--- src/rtl/mura_pkg.sv ---
// Shared constants and helpers for the mura modulo counter.
package mura_pkg;

    localparam logic DIR_UP   = 1'b0;
    localparam logic DIR_DOWN = 1'b1;

    localparam int unsigned MODE_LEVEL = 0;
    localparam int unsigned MODE_EDGE  = 1;

    // State width for a modulus n, never narrower than one bit.
    function automatic int unsigned mura_width(input int unsigned n);
        return (n <= 2) ? 1 : $clog2(n);
    endfunction

endpackage

--- src/rtl/mura_channel.sv ---
// One modulo-N Moore counter channel: state, input edge register, y and wrap.
module mura_channel
    import mura_pkg::*;
#(
    parameter int unsigned N    = 3,
    parameter int unsigned W    = mura_width(N),
    parameter int unsigned EDGE = MODE_LEVEL
) (
    input  logic         clk,
    input  logic         rst,
    input  logic         en,
    input  logic         a,
    input  logic         dir,
    input  logic         load,
    input  logic [W-1:0] load_val,
    output logic [W-1:0] state,
    output logic         y,
    output logic         wrap
);

    localparam int unsigned    WE    = W + 1;
    localparam logic [W-1:0]   S_MAX = W'(N - 1);

    logic         a_prev;
    logic         step;
    logic         load_ok;
    logic         state_ok;
    logic [W-1:0] s_next;
    logic         wrap_next;

    // Next-state selection: load beats step; illegal encodings fall back to 0.
    always_comb begin
        step      = en & a;
        load_ok   = WE'(load_val) < WE'(N);
        state_ok  = WE'(state) < WE'(N);
        s_next    = state;
        wrap_next = 1'b0;

        if (EDGE == MODE_EDGE) begin
            step = step & ~a_prev;
        end

        if (load) begin
            s_next = load_ok ? load_val : '0;
        end else if (!state_ok) begin
            s_next = '0;
        end else if (step) begin
            if (dir == DIR_DOWN) begin
                if (state == '0) begin
                    s_next    = S_MAX;
                    wrap_next = 1'b1;
                end else begin
                    s_next = state - W'(1);
                end
            end else begin
                if (state == S_MAX) begin
                    s_next    = '0;
                    wrap_next = 1'b1;
                end else begin
                    s_next = state + W'(1);
                end
            end
        end
    end

    // y is derived from s_next so it lands on the same edge as state.
    always_ff @(posedge clk) begin
        if (rst) begin
            state  <= '0;
            y      <= 1'b0;
            wrap   <= 1'b0;
            a_prev <= 1'b0;
        end else begin
            state  <= s_next;
            y      <= (s_next != '0);
            wrap   <= wrap_next;
            a_prev <= a;
        end
    end

endmodule

--- src/rtl/mura_mod_counter.sv ---
// CH independent modulo-N counters sharing enable, direction and load value.
module mura_mod_counter
    import mura_pkg::*;
#(
    parameter  int unsigned N    = 3,
    parameter  int unsigned CH   = 1,
    parameter  int unsigned EDGE = MODE_LEVEL,
    localparam int unsigned W    = mura_width(N)
) (
    input  logic            clk,
    input  logic            rst,
    input  logic            en,
    input  logic [CH-1:0]   a,
    input  logic            dir,
    input  logic [CH-1:0]   load,
    input  logic [W-1:0]    load_val,
    output logic [CH*W-1:0] state,
    output logic [CH-1:0]   y,
    output logic [CH-1:0]   wrap
);

    // Elaboration-time guard on the parameter ranges.
    if (N < 2 || N > 256) begin : g_bad_n
        $error("mura_mod_counter: N out of range 2..256");
    end
    if (CH < 1 || CH > 16) begin : g_bad_ch
        $error("mura_mod_counter: CH out of range 1..16");
    end
    if (EDGE > MODE_EDGE) begin : g_bad_edge
        $error("mura_mod_counter: EDGE must be 0 or 1");
    end

    for (genvar i = 0; i < CH; i++) begin : g_ch
        mura_channel #(
            .N    (N),
            .W    (W),
            .EDGE (EDGE)
        ) u_ch (
            .clk      (clk),
            .rst      (rst),
            .en       (en),
            .a        (a[i]),
            .dir      (dir),
            .load     (load[i]),
            .load_val (load_val),
            .state    (state[i*W +: W]),
            .y        (y[i]),
            .wrap     (wrap[i])
        );
    end

endmodule

--- config.mk ---
export PLATFORM = sky130hd
export DESIGN_NAME = mura_mod_counter
export DESIGN_NICKNAME = d
export VERILOG_FILES = /design/src/rtl/mura_pkg.sv /design/src/rtl/mura_channel.sv /design/src/rtl/mura_mod_counter.sv
export SDC_FILE = /design/constraint.sdc
export NUM_CORES = 1
export LEC_CHECK = 0
export BUFFER_PORTS_ARGS = -buffer_cell sky130_fd_sc_hd__buf_2
export CORE_AREA = 2 2 39 41
export DETAILED_ROUTE_END_ITERATION = 7
export DIE_AREA = 0 0 41 43
export HOLD_SLACK_MARGIN = 0.06
export SLEW_MARGIN = 20
export SYNTH_ARGS = -nofsm -noshare
export SYNTH_HDL_FRONTEND = slang
export SYNTH_HIERARCHICAL = 1
export SYNTH_SLANG_ARGS = --single-unit
--- constraint.sdc ---
create_clock -name clk -period 3.4 [get_ports clk]
set_input_delay 0.34 -clock clk [delete_from_list [all_inputs] [get_ports clk]]
set_output_delay 0.34 -clock clk [all_outputs]
set_load 0.02 [all_outputs]
==> metrics.md, run 1 <==
| Metric | Value |
|---|---|
| DRT Wirelength | 510 um |
| Clk pin slew, worst setup/hold paths | 0.04 ns |
| Pwr Density | 386 nW/um^2 |
| Clock sinks | 4 |
| Largest net degree at the start of global routing | 6 |
| Part of the power in registers | 37.4% |
| IO buf count | 11 |
| Total Die Area | 1760 um^2 |
| Sw Share | 26.0% |
| Critical path launch point | g_ch[0].u_ch/state[0] |
| Drt pass-1 iters | 4 |
| Cell Area, Synth | 264 um^2 |
| Fin. Hold Viols | 0 |
| Clock power frac | 41.6% |
| TritonCTS buffer count | 3 |
| Worst R2R Start | g_ch[0].u_ch/state[0] |
| Largest family of logic cells by synthesized area | simple AND/OR/NAND/NOR gates |
| Routed Antenna Nets | 0 |
| NetSw | 36.3 uW |
| I/O Pins | 12 |
| Area grow syn2layout | 37.0% |
| FILL cells | 156 |
| Die Span Y | 43 um |
| Slew margin rel. | 85.7% |
| Max cap viols | 0 |
| WS Path Type | reg -> reg |
| First-pass GRT wire length | 814 um |
| Max Root-Sink Buffers | 2 |
| Compound-Gate Fraction of Synth Area | 19.4% |
| Synth unique cells | 18 |
| Starting Density | 19.1% |
| Endpoint class of the critical path | register |
| Setup-failing EPs final | 0 |
| Vias in the first global route | 220 |
| Placed cell areas | 339 um^2 |
| Run status | finished clean |
| Simple-gate share of the synthesized area | 24.6% |
| Crit-path max FO | 5 |
| WL/cell | 8.95 um |
| Crit path DAT | 1.71 ns |
| Initial antenna violation count | 0 |
| Drt drc | 0 |
| Drt initial violations | 4 |
| Synthesized-area fraction occupied by adder cells | 19.0% |
| Fin crit period | 1.60 ns |
| Leakage | 0.175 nW |
| Post-route design area | 362 um^2 |
| Synth top area cells | dfxtp_1 30%, ha_1 19%, o32ai_2 6.2% |
| Mux cell area share after synthesis | 3.79% |
| Die X | 41 um |
| Net Count, Synth | 39 |
| Vias | 229 |
| Logic pwr share | 21.0% |
| Fin cells | 57 |
| Placed Cells | 54 |
| Area leader, netlist | dfxtp_1 |
| Total Nets Final | 55 |
| Std cell rows | 14 |
| Gpl congestion | 0.677 |
| Clock skew after layout | 0.00296 ns |
| Tightest Pin Transition | 0.214 ns |
| Clock Root Buffer | clkbuf_4 |
| Setup TNS | 0 ns |
| H-tree Lvls | 1 |
| Layout cell share with drive strength beyond 1 | 46.3% |
| Synth warn | 6 |
| Fmax | 625 MHz |
| Diode count | 0 |
| Hold Startpoint | load_val[0] |
| CTS resizes | 0 |
| RSZ-0062 raised after global routing | false |
| Synth top area share | 30.3% |
| Syn_area_per_cell | 9.78 um^2 |
| Total congestion overflow | 0 |
| Tightest Hold Check Type | in -> reg |
| Vias per cell | 4.02 |
| XOR/XNOR Fraction of Synth Area | 0% |
| Peak VDD IR | 0.174 mV |
| Final Max Slew Viols | 0 |
| Flops & latches, synth | 4 |
| Post-CTS setup buffers | 0 |
| Int Power | 103 uW |
| Synth Instances | 27 |
| Part of the cycle the worst path needs | 47.1% |
| Sequential share of the synthesized area | 30.3% |
| Clock latency on the worst-skew pair | 0.23 ns |
| CTS Hold Bufs | 0 |
| Req. time, crit path | 3.51 ns |
| CTS tree | yes |
| Core ar. | 1380 um^2 |
| Startpoint Class | register |
| GRT Total Usage | 7.82% |
worst max-delay path, stage by stage, from the launching register on:
cell and delay (ns):
dfxtp_1 0.38, inv_1 0.08, ha_1 0.21, nor2b_1 0.14
a211oi_2 0.18, o32ai_2 0.12, or3_1 0.37
Yosys cell counts:
| cell | n |
|---|---|
| or2b_2 | 1 |
| mux2i_1 | 1 |
| ha_1 | 4 |
| nor2b_1 | 1 |
| nor2_1 | 1 |
| a211oi_2 | 1 |
| o32ai_2 | 1 |
| or2_2 | 1 |
| or3_4 | 1 |
| a21oi_1 | 3 |
| nor3b_1 | 1 |
| inv_1 | 2 |
| nand2_1 | 1 |
| o21a_1 | 1 |
| or3_1 | 1 |
| nand2b_1 | 1 |
| dfxtp_1 | 4 |
| nor3_1 | 1 |
logic make-up (layout without fill, tap and decap cells):
logic type	count (synthesis)	count (layout)
AND/OR/NAND/NOR	10	10
AO/OA/AOI/OAI	6	6
adder cells (fa/ha/maj)	4	4
flip-flops	4	4
buffers and inverters	2	16
multiplexers	1	1
cell usage in the layout, fill, tap and decap left out:
master     n
clkbuf_4   3
nand2_1    1
a21oi_1    3
or2b_2     1
o32ai_2    1
nand2b_1   1
mux2i_1    1
or2_2      1
nor3b_1    1
ha_1       4
or3_4      1
nor2_1     1
a211oi_2   1
dfxtp_1    4
buf_2     11
or3_1      1
inv_1      2
nor2b_1    1
nor3_1     1
o21a_1     1
state kept, by name (all words and copies together) (netlist names):
signal / cells
g_ch.u_ch/y: 1
g_ch.u_ch/state: 2
g_ch.u_ch/wrap: 1
routing by layer:
metal  vias up  track usage (%)  part of all wire, %
met5         -                0                    0
met4         0             8.00                    0
met3         0             6.28                   12
met2        12             8.75                   44
met1        95             8.33                   44
li1        122                -                    -
power by group through the flow:
stage / combinational (mW) / sequential (mW) / clock, mW
final: 0.0293 / 0.0523 / 0.0581
after global routing: 0.0324 / 0.0527 / 0.0689
after CTS: 0.0295 / 0.0523 / 0.0625
after detailed placement: 0.0294 / 0.0531 / 0
after global placement: 0.0292 / 0.0529 / 0
after floorplan: 0.0148 / 0.0568 / 0
final timing paths:
kind,to,slack [ns],cells after the start
min reg2reg,g_ch[0].u_ch/state[0],0.65,2
max reg2reg,g_ch[0].u_ch/y,1.80,6
min,g_ch[0].u_ch/state[0],0.41,3
max,g_ch[0].u_ch/y,1.80,6
per-stage QoR:
| step | setup slack (ns) | power, mW | util (%) | hold slack, ns |
|---|---|---|---|---|
| floorplan | 1.75 | 0.0716 | - | 0.522 |
| CTS | 1.79 | 0.144 | 26.1 | 0.401 |
| global placement | 1.81 | 0.0821 | 24.5 | 0.632 |
| detailed placement | 1.80 | 0.0825 | 24.5 | 0.650 |
| finish | 1.80 | 0.140 | 26.1 | 0.406 |
| global route | 1.69 | 0.154 | 26.1 | 0.404 |
final cells by class:
cell class | count | area [um^2] | share of cell area, %
Multi-Input combinational cell | 21 | 176 | 48.8
Inverter | 2 | 7.51 | 2.08
Tap cell | 16 | 20.0 | 5.54
Sequential cell | 4 | 80.1 | 22.1
Timing Repair Buffer | 11 | 55.1 | 15.2
Clock buffer | 3 | 22.5 | 6.23
Power figures use the tool's default switching activity.
==> inputs of run 2 (changes only) <==
- ABC_AREA: unset -> 1
- clock period: 3.4 -> 1.58 ns (I/O delays scaled with it)
==> run 2 against run 1 <==
  * Maximum frequency is 26% higher
  * Count of clock-buffer cells in the layout stayed put
  * First-iteration DRC count is 50% lower
  * Power is 110% higher
  * Clock power is 110% higher
  * Combinational power is 100% higher
  * Die area stayed put
  * Global-route usage is 0.30 points lower
==> metrics.md, run 2 <==
| Metric | Value |
|---|---|
| Synth Instances | 44 |
| Asr flop ratio synth | 0% |
| Synth unique cells | 11 |
| Synth warn | 6 |
| Final Max Slew Viols | 0 |
| Largest net degree at the start of global routing | 6 |
| Most flops, register | g_ch.u_ch/state |
| Initial antenna violation count | 0 |
| Vias per cell | 3.73 |
| Tightest Hold Check Type | in -> reg |
| Fin. Hold Viols | 0 |
| Ys flop type | dfxtp_1 |
| Syn_area_per_cell | 6.37 um^2 |
| Core ar. | 1380 um^2 |
| Hold endpoint | g_ch[0].u_ch/wrap |
| Clock skew after layout | 0.00204 ns |
| Area leader, netlist | dfxtp_1 |
| CTS Hold Bufs | 0 |
| M2 GR Usage | 11.6% |
| Drt pass-1 iters | 2 |
| Clk pin slew, worst setup/hold paths | 0.04 ns |
| Die X | 41 um |
| R2r setup slk | 0.31 ns |
| Std cell rows | 14 |
| Synth top area share | 28.6% |
| Synth top cells by count | 19 x nand2_1, 8 x inv_1, 4 x dfxtp_1, 4 x ha_1, 3 x nor2_1 |
| Met3 Use GR | 4.71% |
| Fmax | 790 MHz |
| Drt drc | 0 |
| Most used routing layer | met2 |
| Clock Root Buffer | clkbuf_4 |
| Vias | 276 |
| DRT Wirelength | 514 um |
| Endpoint class of the critical path | register |
| Tightest Pin Transition | 0.210 ns |
| Hold_ws | 0.212 ns |
| Capturing point of the worst reg2reg path | g_ch[0].u_ch/y |
| Max reg flops | 2 |
| CTS resizes | 0 |
| Setup TNS | 0 ns |
| Area grow syn2layout | 34.8% |
| Top flop regs | g_ch.u_ch/state x2, g_ch.u_ch/wrap x1, g_ch.u_ch/y x1 |
| Setup-failing EPs final | 0 |
| Pwr Density | 773 nW/um^2 |
| Synth top area cells | dfxtp_1 29%, nand2_1 25%, ha_1 18% |
| Run status | finished clean |
| Most frequent cells in the layout | 19 x nand2_1, 11 x buf_2, 8 x inv_1 |
| H-tree Lvls | 1 |
| Final core occ | 27.3% |
| Gpl congestion | 0.673 |
| Max cap viols | 0 |
| Post-route design area | 378 um^2 |
| Fin crit period | 1.27 ns |
| Net Count, Synth | 56 |
| Count leader, synth | nand2_1 |
| Crit-path max FO | 5 |
| Total Nets Final | 72 |
| Sequential share of the synthesized area | 28.6% |
| Crit path DAT | 1.38 ns |
| Leakage | 0.242 nW |
| Worst-case reg-to-reg path depth | 9 |
| TritonCTS buffer count | 3 |
| Layout cell share with drive strength beyond 1 | 29.3% |
| First-pass GRT wire length | 855 um |
| Total congestion overflow | 0 |
| Placed cell areas | 355 um^2 |
| Part of the cycle the worst path needs | 80.1% |
| Hold depth | 3 |
| Total Die Area | 1760 um^2 |
| Worst R2R Start | g_ch[0].u_ch/state[0] |
| Die Span Y | 43 um |
| Clock sinks | 4 |
| Met1 usage in global routing | 7.37% |
| Drt initial violations | 2 |
| Vias in the first global route | 232 |
| RSZ-0062 raised after global routing | false |
| Peak VDD IR | 0.411 mV |
| Flops & latches, synth | 4 |
| Hold Startpoint | dir |
| Clock latency on the worst-skew pair | 0.23 ns |
| Diode count | 0 |
| Dpl hpwl | 446 um |
| WS Path Type | reg -> reg |
| Starting Density | 20.3% |
| CTS tree | yes |
| WL/cell | 6.95 um |
| Req. time, crit path | 1.70 ns |
| FILL cells | 162 |
| I/O Pins | 12 |
| Commonest non-fill, non-tap cell in the layout | nand2_1 |
| Startpoint Class | register |
| Slew margin rel. | 85.9% |
| IO buf count | 11 |
| GRT Total Usage | 7.52% |
| Post-synth EDFFs | 0 |
| Routed Antenna Nets | 0 |
| Post-CTS setup buffers | 0 |
| Max Root-Sink Buffers | 2 |
| Cell Area, Synth | 280 um^2 |
run 2: cell types whose count changed after synthesis, sizes merged, moves of 2 or more:
cell and change:
inv +7, nor2 +2, nand2 +18, or3 -2
run 2: logic make-up (layout without fill, tap and decap cells):
group	after synthesis	in the layout	synth area share, %
compound gates	3	3	6.69
fa+ha+maj	4	4	17.9
buf+inv	9	23	12.1
flops	4	4	28.6
simple gates	24	24	34.8
run 2: layout make-up:
cell class                      count  area, um^2  share of cell area (%)
Inverter                            9        33.8                    8.94
Tap cell                           16        20.0                    5.30
Sequential cell                     4        80.1                    21.2
Timing Repair Buffer               11        55.1                    14.6
Clock buffer                        3        22.5                    5.96
Multi-Input combinational cell     31         166                    44.0
run 2: power by group:
group	total, mW	internal [mW]	leakage [nW]	switching (mW)
combinational	0.0594	0.0239	0.195	0.0356
sequential	0.112	0.108	0.0328	0.00400
clock	0.121	0.0846	0.0138	0.0364
run 2: worst max path at each step:
| stage | startpoint | endpoint | slack [ns] | cells after the start |
|---|---|---|---|---|
| floorplan | g_ch[0].u_ch/state[0] | g_ch[0].u_ch/y | 0.26 | 9 |
| global placement | g_ch[0].u_ch/state[0] | g_ch[0].u_ch/y | 0.30 | 9 |
| detailed placement | g_ch[0].u_ch/state[0] | g_ch[0].u_ch/y | 0.31 | 9 |
| CTS | g_ch[0].u_ch/state[0] | g_ch[0].u_ch/y | 0.30 | 9 |
| global route | g_ch[0].u_ch/state[0] | g_ch[0].u_ch/y | 0.19 | 9 |
| finish | g_ch[0].u_ch/state[0] | g_ch[0].u_ch/y | 0.31 | 9 |
run 2: metrics by stage:
step | total power [mW] | setup slack [ns] | std cells
finish | 0.292 | 0.314 | 74
global route | 0.320 | 0.191 | 74
CTS | 0.302 | 0.301 | 74
detailed placement | 0.173 | 0.311 | 71
global placement | 0.172 | 0.299 | 71
floorplan | 0.150 | 0.263 | 44
run 2: worst max-delay path: stages (launching register included):
cell and delay, ns:
dfxtp_1 0.39, inv_1 0.08, ha_1 0.28, nand2_1 0.04, o21ai_0 0.06, nand2_1 0.07
nand2_1 0.07, nand2_1 0.05, nand2_1 0.07, nand2_1 0.05
run 2: metal layers:
layer | wire [um] | share of wire, %
met1 | 224 | 44
met2 | 257 | 50
met3 | 31 | 6.0
met4 | 0 | 0
met5 | 0 | 0
==> inputs of run 3 (changes only) <==
- ABC_AREA: 1 -> 0
- clock period: 1.58 -> 1.1 ns (I/O delays scaled with it)
==> run 3 against run 2 <==
  * The run now ends with setup timing left
  * Maximum frequency down 13%
  * Largest cell class unchanged
  * Routed wire length rose by 20%
  * Combinational power is 110% higher
  * Non-clock buffer count increased by 6
  * Count of clock-buffer cells in the layout did not move
  * Final cell count down 15%
  * Global-route usage is 1.1 points higher
==> metrics.md, run 3 (synthesized netlist as in run 1, its figures left out) <==
| Metric | Value |
|---|---|
| Run status | finished, violations left |
| Failing checks | setup timing |
| Final Max Slew Viols | 0 |
| Logic pwr share | 26.4% |
| Slew margin rel. | 84.8% |
| Fmax | 690 MHz |
| NetSw | 131 uW |
| Vias per cell | 4.06 |
| Leakage | 0.209 nW |
| Layout cell share with drive strength beyond 1 | 76.6% |
| R2r setup slk | -0.35 ns |
| Commonest non-fill, non-tap cell in the layout | buf_2 |
| Fin crit period | 1.45 ns |
| Fin cells | 63 |
| Pwr Total | 475 uW |
| Int Power | 343 uW |
| Max cap viols | 0 |
| Die Span Y | 43 um |
| Clock sinks | 4 |
| Clock power frac | 39.0% |
| Placed cell areas | 413 um^2 |
| Vias in the first global route | 227 |
| Most flops, register | g_ch.u_ch/state |
| CP Cell Sequence | inv_4 > ha_4 > nor2b_4 > a211oi_2 > o32ai_2 > or3_1 |
| WS Path Type | reg -> reg |
| H-tree Lvls | 1 |
| Startpoint Class | register |
| GRT Total Usage | 8.63% |
| Routed Antenna Nets | 0 |
| Area grow syn2layout | 73.5% |
| Total Nets Final | 61 |
| CTS Hold Bufs | 0 |
| CTS tree | yes |
| Peak VDD IR | 0.368 mV |
| Clock latency on the worst-skew pair | 0.24 ns |
| Pwr Density | 1040 nW/um^2 |
| Max reg flops | 2 |
| First-pass GRT wire length | 910 um |
| Setup-failing EPs final | 4 |
| Core ar. | 1380 um^2 |
| Placed Cells | 59 |
| Drt pass-1 iters | 2 |
| Sw Share | 27.7% |
| Drt drc | 0 |
| Dpl hpwl | 491 um |
| Tightest Hold Check Type | in -> reg |
| Gpl congestion | 0.703 |
| DRT Wirelength | 618 um |
| Crit path DAT | 1.56 ns |
| Setup TNS | -0.962 ns |
| Total Die Area | 1760 um^2 |
| Max incr delay on CP | 0.38 ns |
| TritonCTS buffer count | 3 |
| Slowest CP cell | dfxtp_4 |
| Part of the cycle the worst path needs | 132% |
| Req. time, crit path | 1.22 ns |
| Min setup slack post-route | -0.349 ns |
| Top flop regs | g_ch.u_ch/state x2, g_ch.u_ch/wrap x1, g_ch.u_ch/y x1 |
| Part of the power in registers | 34.7% |
| Clock Root Buffer | clkbuf_4 |
| Crit-path max FO | 5 |
| Hold_ws | 0.261 ns |
| Fin. Hold Viols | 0 |
| Most frequent cells in the layout | 11 x buf_2, 6 x buf_4, 3 x clkbuf_4, 3 x ha_2 |
| Std cell rows | 14 |
| Largest net degree at the start of global routing | 6 |
| Tightest Pin Transition | 0.228 ns |
| Max Root-Sink Buffers | 2 |
| Total congestion overflow | 0 |
| Starting Density | 19.1% |
| RSZ-0062 raised after global routing | true |
| CP top delay family | simple AND/OR/NAND/NOR gates |
| I/O Pins | 12 |
| IO buf count | 11 |
| Clock skew after layout | 0.000626 ns |
| WL/cell | 9.81 um |
| Endpoint class of the critical path | register |
| Vias | 256 |
| Drt initial violations | 1 |
| CP Buf/Inv Count | 1 |
| Die X | 41 um |
| Initial antenna violation count | 0 |
| Post-route design area | 458 um^2 |
| Clk pin slew, worst setup/hold paths | 0.04 ns |
| Diode count | 0 |
run 3: cell types whose count changed in the layout (fill, tap and decap cells not counted), moves of 3 or more:
cell / change
inv_1: -8
ha_2: +3
buf_4: +6
nand2_1: -18
ha_1: -4
run 3: cell type report:
| cell class | count | area, um^2 |
|---|---|---|
| fill | 155 | 926 |
| multi-input combinational | 21 | 215 |
| timing repair buffer | 17 | 100 |
| sequential | 4 | 87.6 |
| clock buffer | 3 | 22.5 |
| tap | 16 | 20.0 |
| inverter | 2 | 12.5 |
run 3: worst register-to-register path, stage by stage, from the launching register on:
cell and delay (ns):
dfxtp_4 0.38, inv_4 0.05, ha_4 0.15, nor2b_4 0.12, a211oi_2 0.18, o32ai_2 0.12
or3_1 0.34
run 3: power by group through the flow:
stage,sequential (mW),clock (mW),combinational (mW)
after detailed placement,0.166,0,0.120
after CTS,0.164,0.201,0.126
final,0.165,0.185,0.125
after global routing,0.165,0.205,0.137
after global placement,0.165,0,0.118
after floorplan,0.176,0,0.0586
run 3: path summary, 6_finish.rpt:
| check | start | end | depth (start not counted) |
|---|---|---|---|
| worst max-delay path | g_ch[0].u_ch/state[0] | g_ch[0].u_ch/y | 6 |
| worst min-delay path | load | g_ch[0].u_ch/wrap | 4 |
| worst max register to register | g_ch[0].u_ch/state[0] | g_ch[0].u_ch/y | 6 |
| worst min register to register | g_ch[0].u_ch/state[0] | g_ch[0].u_ch/state[0] | 3 |
run 3: metrics by stage:
| stage | setup WS [ns] | utilization (%) |
|---|---|---|
| 6_report | -0.349 | 33.1 |
| 5_1_grt | -0.385 | 33.1 |
| 4_1_cts | -0.339 | 32.7 |
| 3_3_place_gp | -0.401 | 29.8 |
| 3_5_place_dp | -0.398 | 29.8 |
| 2_1_floorplan | -0.363 | - |
run 3: repair_timing:
item	4_1_cts	5_1_grt
resized for setup	3	2
buffers inserted	1	0
endpoints found under the hold margin	0	0
endpoints found under the setup margin	4	4
pin swaps	2	2
run 3: routing by layer:
metal	global-route usage, %	wire length (um)	share of wire (%)	vias to the layer above
li1	-	-	-	135
met1	8.65	254	41	113
met2	11.9	340	55	8
met3	3.14	23	3.7	0
met4	10.0	0	0	0
met5	0	0	0	-
